File: config.mk
export PLATFORM = sky130hd
export DESIGN_NAME = keypad_matrix_emu
export DESIGN_NICKNAME = d
export VERILOG_FILES = /design/src/rtl/keypad_matrix_emu.sv
export SDC_FILE = /design/constraint.sdc
export NUM_CORES = 1
export LEC_CHECK = 0
export ABC_AREA = 1
export ABC_CLOCK_PERIOD_IN_PS = 4200
export CORE_UTILIZATION = 60
export CTS_BUF_LIST = sky130_fd_sc_hd__clkbuf_4
export DETAILED_ROUTE_END_ITERATION = 10
export PLACE_DENSITY = 0.82
export REMOVE_ABC_BUFFERS = 1
export SLEW_MARGIN = 20
export SYNTH_ARGS = -nofsm -noshare
export SYNTH_HDL_FRONTEND = slang
export SYNTH_SLANG_ARGS = --single-unit
File: constraint.sdc
create_clock -name clk -period 4.2 [get_ports clk]
set_input_delay 0.63 -clock clk [delete_from_list [all_inputs] [get_ports clk]]
set_output_delay 0.63 -clock clk [all_outputs]
set_load 0.02 [all_outputs]
File: src/rtl/keypad_matrix_emu.sv
// Behavioural 4x4 matrix keypad: answers an active-low column scan with active-low
// row returns while emulating press, optional contact bounce, hold and release.
module keypad_matrix_emu #(
  parameter int CLK_DIV   = 100000,
  parameter int BOUNCE_MS = 5
) (
  input  logic        clk,
  input  logic        reset,
  input  logic [3:0]  col,
  output logic [3:0]  row,
  input  logic        req_valid,
  output logic        req_ready,
  input  logic [3:0]  key_code,
  input  logic [15:0] hold_ms,
  input  logic        bounce_en,
  output logic        pressed,
  output logic        done
);

  localparam int              PW          = (CLK_DIV > 1) ? $clog2(CLK_DIV) : 1;
  localparam logic [PW-1:0]   PRESC_MAX   = PW'(CLK_DIV - 1);
  localparam logic [15:0]     BOUNCE_LAST = 16'(BOUNCE_MS - 1);

  typedef enum logic [2:0] {IDLE, BOUNCE_IN, HOLD, BOUNCE_OUT, DONE} state_t;

  state_t        state_q, state_d;
  logic [PW-1:0] presc_q, presc_d;
  logic [15:0]   ms_q, ms_d;
  logic [7:0]    lfsr_q, lfsr_d;
  logic [3:0]    key_q, key_d;
  logic [15:0]   hold_q, hold_d;
  logic          ben_q, ben_d;
  logic          pressed_q, pressed_d;
  logic          done_q, done_d;
  logic          ready_q, ready_d;
  logic          tick, in_bounce, last_bounce_next;

  always_comb begin
    tick    = (presc_q == PRESC_MAX);
    state_d = state_q;
    key_d   = key_q;
    hold_d  = hold_q;
    ben_d   = ben_q;

    case (state_q)
      IDLE: if (req_valid) begin
        key_d   = key_code;
        hold_d  = hold_ms;
        ben_d   = bounce_en;
        state_d = bounce_en ? BOUNCE_IN : HOLD;
      end
      BOUNCE_IN:  if (tick && ms_q == BOUNCE_LAST) state_d = HOLD;
      HOLD: if (hold_q == 16'd0 || (tick && ms_q == hold_q - 16'd1))
        state_d = ben_q ? BOUNCE_OUT : DONE;
      BOUNCE_OUT: if (tick && ms_q == BOUNCE_LAST) state_d = DONE;
      DONE:       state_d = IDLE;
      default:    state_d = IDLE;
    endcase

    // Prescaler and tick count both restart on every state change.
    if (state_d != state_q) begin
      presc_d = '0;
      ms_d    = '0;
    end else begin
      presc_d = tick ? '0 : presc_q + 1'b1;
      ms_d    = tick ? ms_q + 16'd1 : ms_q;
    end

    in_bounce = (state_q == BOUNCE_IN) || (state_q == BOUNCE_OUT);
    lfsr_d    = in_bounce ? {lfsr_q[6:0], lfsr_q[7] ^ lfsr_q[5] ^ lfsr_q[4] ^ lfsr_q[3]}
                          : lfsr_q;

    // Look one cycle ahead so the closing cycle of BOUNCE_OUT already shows release.
    last_bounce_next = (presc_d == PRESC_MAX) && (ms_d == BOUNCE_LAST);
    case (state_d)
      HOLD:      pressed_d = 1'b1;
      BOUNCE_IN: pressed_d = (state_q == BOUNCE_IN) ? lfsr_q[0] : pressed_q;
      BOUNCE_OUT: begin
        pressed_d = (state_q == BOUNCE_OUT) ? lfsr_q[0] : pressed_q;
        if (last_bounce_next) pressed_d = 1'b0;
      end
      default:   pressed_d = 1'b0;
    endcase

    done_d  = (state_d == DONE);
    ready_d = (state_d == IDLE);
  end

  always_ff @(posedge clk or negedge reset) begin
    if (!reset) begin
      state_q   <= IDLE;
      presc_q   <= '0;
      ms_q      <= '0;
      lfsr_q    <= 8'hA5;
      key_q     <= '0;
      hold_q    <= '0;
      ben_q     <= 1'b0;
      pressed_q <= 1'b0;
      done_q    <= 1'b0;
      ready_q   <= 1'b1;
    end else begin
      state_q   <= state_d;
      presc_q   <= presc_d;
      ms_q      <= ms_d;
      lfsr_q    <= lfsr_d;
      key_q     <= key_d;
      hold_q    <= hold_d;
      ben_q     <= ben_d;
      pressed_q <= pressed_d;
      done_q    <= done_d;
      ready_q   <= ready_d;
    end
  end

  // Zero-latency row return so the scanner sees the key within its own scan cycle.
  always_comb begin
    row = 4'hF;
    if (pressed_q && !col[key_q[1:0]]) row[key_q[3:2]] = 1'b0;
  end

  assign pressed   = pressed_q;
  assign done      = done_q;
  assign req_ready = ready_q;

endmodule
# After elaboration in Yosys (flattened, before gate mapping)

Cells that the tools add are included.

Register bits after elaboration: 68
Latch bits: 0
RAM bits: 0
Bits in read-only memories: 0
Bits of input ports: 28
Output and inout bits: 7
Logic and storage cells: 68
Memories kept: 0

$add $sub $neg: 3
Multiply operators: 0
Divide/modulo/power cells: 0
Magnitude comparators: 3
Equality and inequality tests: 15
Shifts and indexed selects: 0
Multiplexer cells: 20
Bitwise gates (word level): 4
Reductions and logical operators: 13

Operator list:

| kind                                                  | number |
|---|---|
| equality test 17 bit (second input constant)          | 2 |
| two-way mux 17 bit                                    | 2 |
| equality test 16 x 3 -> 1 bit (second input constant) | 2 |
| two-way mux 16 bit                                    | 2 |
| adder 17 x 1 -> 17 bit (second input constant)        | 1 |
| adder 16 x 1 -> 16 bit (second input constant)        | 1 |
| equality test 16 bit                                  | 1 |
| zero test 16 bit                                      | 1 |
| subtractor 16 x 1 -> 16 bit (second input constant)   | 1 |
| two-way mux 3 bit                                     | 5 |
| equality test 3 x 2 -> 1 bit (second input constant)  | 4 |
| case mux 3 bit (4 select lines)                       | 1 |
| equality test 3 x 1 -> 1 bit (second input constant)  | 2 |
| zero test 3 bit                                       | 2 |
| < comparator 2 x 3 -> 1 bit (second input constant)   | 2 |
| logical AND 1 bit                                     | 5 |
| two-way mux 1 bit                                     | 5 |
| two-way mux 4 bit                                     | 1 |
| NOT 4 bit                                             | 1 |
| AND reduction 2 bit                                   | 2 |
| equality test 3 bit (second input constant)           | 1 |
| != test 3 bit                                         | 1 |
| != test 3 bit (second input constant)                 | 1 |
| case mux 1 bit (3 select lines)                       | 1 |
| other kinds (8)                                       | 11 |

# Depth between registers and ports, before layout

Word-level depth: 12
Mapped depth: 25

# Worst setup path after synthesis

No wires, ideal clock.

Path kind: flip-flop to flip-flop
From: reg hold_q[0]
To: reg pressed_q (netlist: pressed)
Setup time: 0.122 ns
Arrival time: 2.312 ns
Data required time: 4.078 ns
Setup slack: 1.766 ns
Stages on the path, launching flop included: 22
Clock period less this slack: 2.434 ns
Cells stage by stage: dfrtp_1 -> inv_2 -> ha_1 -> nand3_1 -> nor2_4 -> nand3_1 -> nand2_1 -> nand2_1 -> nor2_2 -> nand3_1 -> o21bai_2 -> nand2_1 -> nand3_2 -> nand2_4 -> nor2_8 -> nand2_4 -> nor2_4 -> nand2_1 -> nor2_1 -> nand3_1 -> nand2_1 -> a21oi_1

Cells in the longest elaborated chain, start to end: 12

RTL lines:

| item                                                                          | RTL line | text |
|---|---|---|
| from (decl)                                                                   | 31       | `logic [15:0] hold_q, hold_d;` |
| from (signal assigned)                                                        | 107      | `hold_q <= hold_d;` |
| subtractor 16 x 1 -> 16 bit                                                   | 53       | `HOLD: if (hold_q == 16'd0 \|\| (tick && ms_q == hold_q - 16'd1))` |
| equality test 16 bit                                                          | 53       |  |
| logical AND 1 bit                                                             | 53       |  |
| logical OR 1 bit *                                                            | 53       |  |
| two-way mux 3 bit *                                                           | 53       |  |
| case mux 3 bit (4 select lines) *                                             | 45       | `case (state_q)` |
| != test 3 bit *                                                               | 61       | `if (state_d != state_q) begin` |
| two-way mux 17 bit *                                                          | 61       |  |
| named net presc_d[10]                                                         | 27       | `logic [PW-1:0] presc_q, presc_d;` |
| equality test 17 bit *                                                        | 74       | `last_bounce_next = (presc_d == PRESC_MAX) && (ms_d == BOUNCE_LAST);` |
| logical AND 1 bit *                                                           | 74       |  |
| two-way mux 1 bit / != test 3 bit (equally long branches)                     | n/a      |  |
| case mux 1 bit (3 select lines) / AND reduction 2 bit (equally long branches) | n/a      |  |
| to (signal assigned)                                                          | 109      | `pressed_q <= pressed_d;` |
| to (decl)                                                                     | 33       | `logic pressed_q, pressed_d;` |

The timed path passes the listed nets; every way through them passes the cells marked *.
A chain may end at the register's enable or synchronous reset.

# Worst setup path after layout

From: in col[0]
To: out row[3]

Cells in the longest elaborated chain, start to end: 5

RTL lines:

| item                                    | RTL line | text |
|---|---|---|
| from (decl)                             | 9        | `input logic [3:0] col,` |
| binary-select mux 1 bit (select 2 bit)  | 118      | `if (pressed_q && !col[key_q[1:0]]) row[key_q[3:2]] = 1'b0;` |
| two-way mux 1 bit (implied by the code) | 118      |  |
| zero test 1 bit                         | 118      |  |
| logical AND 1 bit                       | 118      |  |
| two-way mux 4 bit                       | 118      |  |
| to (decl)                               | 10       | `output logic [3:0] row,` |

Every way passes these cells. The select of a mux whose other input is x is not followed.

==> flow_summary.toml <==
[yosys]
synth_compound_area_frac = 0.0616
synth_top_area_frac = 0.366
synth-simple-area-share = 0.378
synth_edf_count = 0
ys_types = 39
synthMuxAreaShare = 0
synth_common_cells = "172 x nand2_1, 90 x nor2_1, 74 x inv_1"
synth_top_family_by_area = "simple AND/OR/NAND/NOR gates"
synth-adder-area-share = 0.0116
ys_ff_latch = 68
synth_cells = 614
ys.flop_type = "dfrtp_1"
yosysWarnings = 0
async_flop_share = 1.00
yosys.area_share.xor_xnor = 0.0631
synthTopCellsByArea = "dfrtp_1 37%, nand2_1 15%, nor2_1 7.8%"
yosys.area.top_type = "dfrtp_1"
syn_avg_cell_area_sq_um = 7.01
seq_area_frac_synth = 0.397
syn_area_sq_um = 4310
post-synth-top-count-cell = "nand2_1"

[worst_setup_path]
start_kind = "primary input"
worstReg2RegStart = "presc_q[0]"
r2r-end = "pressed"
crit_fanout = 2
cp-endpoint = "row[3]"
worstPathRequired_ns = 3.57
ff2ff_path_depth = 20
critPathLaunch = "col[0]"
critical_path_arrival_ns = 2.34
end_kind = "output port"
crit_type = "primary input to output port"
r2r_slack_ns = 1.29

[cts]
cts_max_level = 3
clock-sinks = 68
cts_tree = "done"
cts_root_buf = "clkbuf_4"
insertion_delay_ns = 0.44
cts_buffer_depth = 2
cts_inserted_buffers = 9
cts_setup_buffers = 0
cts-hold-fix-buffers = 0
clkTransAtPathRegs_ns = 0.13
cts_resized = 0

[die]
dieArea_sq_um = 7520
io-pin-count = 35
fp.dieH_um = 86.7
design.core.area_sq_um = 6870
fp.dieW_um = 86.7
start_util = 0.627
row_count = 30

[global_routing]
track_usage = 0.281
grt_max_degree = 46
grt.overflow.total = 0
antenna_found_initial = 0
first_global_vias = 3735
grt_pass1_wl_um = 16300

[placement]
post-dp-hpwl_um = 7410
portBuffers = 34
place_congestion = 0.964

[cells_and_area]
area_growth_pct = 13.6
seqCellArea_sq_um = 1710
fillerInstances = 582
diodes = 0
fin_util = 0.712
multi_input_area_sq_um = 2220
fin_nets = 684
drive_gt1_frac = 0.102

[sta]
fin_skew_ns = 0.0157
rsz0062_at_grt = "false"
period_minus_slack_ns = 2.97
slew-limit-headroom = 0.626
final_max_slew_viol_count = 0
fin_crit_sh = 0.708
tns_ns = 0
max_freq_ghz = 0.337
tightest_slew_ns = 0.562
final-setup-viol-count = 0
finalHoldViolations = 0

[detailed_routing]
vias = 4014
drc = 0
drtPass1Iterations = 5
wire_per_inst_um = 13.1
ant_nets = 0
drt_wl_total_um = 9860
vias_per_cell = 5.33
initialDrtViolationCount = 311

[power_and_ir_drop]
p_per_area_nw_per_um2 = 237
leakagePower_nw = 2.39
ir_drop_uv = 184

[min_path]
worstHoldPathType = "primary input to asynchronous set/reset pin"

[flow_run]
drv_cap = 0

[outcome]
status = "finished, final reports clean"
how the worst min path moves through the flow:
stage                    from     endpoint  slack (ns)  cells past startpoint
global route            reset  presc_q[10]        0.20                      1
floorplan               reset        ben_q        0.33                      0
global placement    lfsr_q[2]    lfsr_q[2]        0.45                      2
detailed placement  lfsr_q[2]    lfsr_q[2]        0.47                      2
CTS                     reset  presc_q[10]        0.36                      1
finish                  reset    hold_q[0]        0.17                      1
cell families (layout without fill, tap and decap cells):
| family | Yosys count | in the layout |
|---|---|---|
| simple gates | 365 | 365 |
| buf+inv | 100 | 143 |
| flops | 68 | 68 |
| compound gates | 46 | 46 |
| xor+xnor | 31 | 31 |
| fa+ha+maj | 4 | 4 |
stage by stage:
stage	std cells	hold slack (ns)	power [mW]	setup slack (ns)	area, sq um
finish	753	0.171	1.16	1.23	4890
global route	753	0.200	1.20	0.930	4890
CTS	753	0.362	1.17	1.23	4890
global placement	737	0.455	0.705	1.29	4740
detailed placement	737	0.471	0.706	1.23	4740
floorplan	605	0.334	0.668	1.72	4270
worst max-delay path: stages:
cell,delay [ns]
clkdlybuf4s50_1,0.46
nor2_1,0.05
o311ai_0,0.42
nor2_1,0.11
nand2_1,0.07
clkdlybuf4s50_1,0.59
cells in the final DEF, fill, tap and decap left out, types with 2 or more instances in the layout:
| cell type | synthesis | layout |
|---|---|---|
| inv_2 | 16 | 16 |
| clkdlybuf4s50_1 | 0 | 33 |
| nand2_1 | 172 | 172 |
| nand4_1 | 11 | 11 |
| dfstp_2 | 5 | 5 |
| a21oi_1 | 3 | 3 |
| xnor2_1 | 10 | 10 |
| nor2_2 | 8 | 8 |
| nor4_1 | 4 | 4 |
| ha_1 | 4 | 4 |
| nand2_2 | 3 | 3 |
| nor3_2 | 2 | 2 |
| clkbuf_4 | 0 | 9 |
| nor2_4 | 5 | 5 |
| xor2_1 | 21 | 21 |
| buf_4 | 0 | 3 |
| nand2_4 | 2 | 2 |
| nand3_2 | 2 | 2 |
| clkinvlp_4 | 0 | 2 |
| dfrtp_1 | 63 | 63 |
| o21a_1 | 2 | 2 |
| nor3_1 | 15 | 15 |
| o41ai_1 | 2 | 2 |
| nand3_1 | 42 | 42 |
| inv_1 | 74 | 74 |
| nor2_1 | 90 | 90 |
| nand3b_1 | 2 | 2 |
| o21ai_1 | 3 | 3 |
| and2_1 | 4 | 4 |
| inv_6 | 0 | 3 |
| o21ai_0 | 29 | 29 |
routing by layer:
metal  global-route usage  up-vias  routed length (um)
met3               0.0714       18                 455
met1                0.328     1868                4260
met2                0.505      120                4990
li1                     -     2008                   -
met4               0.0879        0                 150
met5                    0        -                   0
final cells by class:
class / count / area share
clock buffer: 9 / 0.0138
multi-input combinational: 446 / 0.453
clock inverter: 7 / 0.0169
timing repair buffer: 36 / 0.0721
sequential: 68 / 0.349
inverter: 91 / 0.0704
tap: 96 / 0.0246
registers in the layout (all words and copies together) (netlist names):
signal	flops
done	1
ben_q	1
presc_q	17
key_q	4
pressed	1
lfsr_q	8
req_ready	1
hold_q	16
state_q	3
ms_q	16
power by group:
part           total (mW)  leakage (nW)  internal (mW)  switching (mW)
Combinational      0.0383          1.47         0.0222          0.0161
Clock               0.466        0.0755          0.191           0.275
Sequential          0.655         0.844          0.655               0
Total                1.16          2.39          0.868           0.291
No activity file was read; power rests on OpenSTA's default activity.
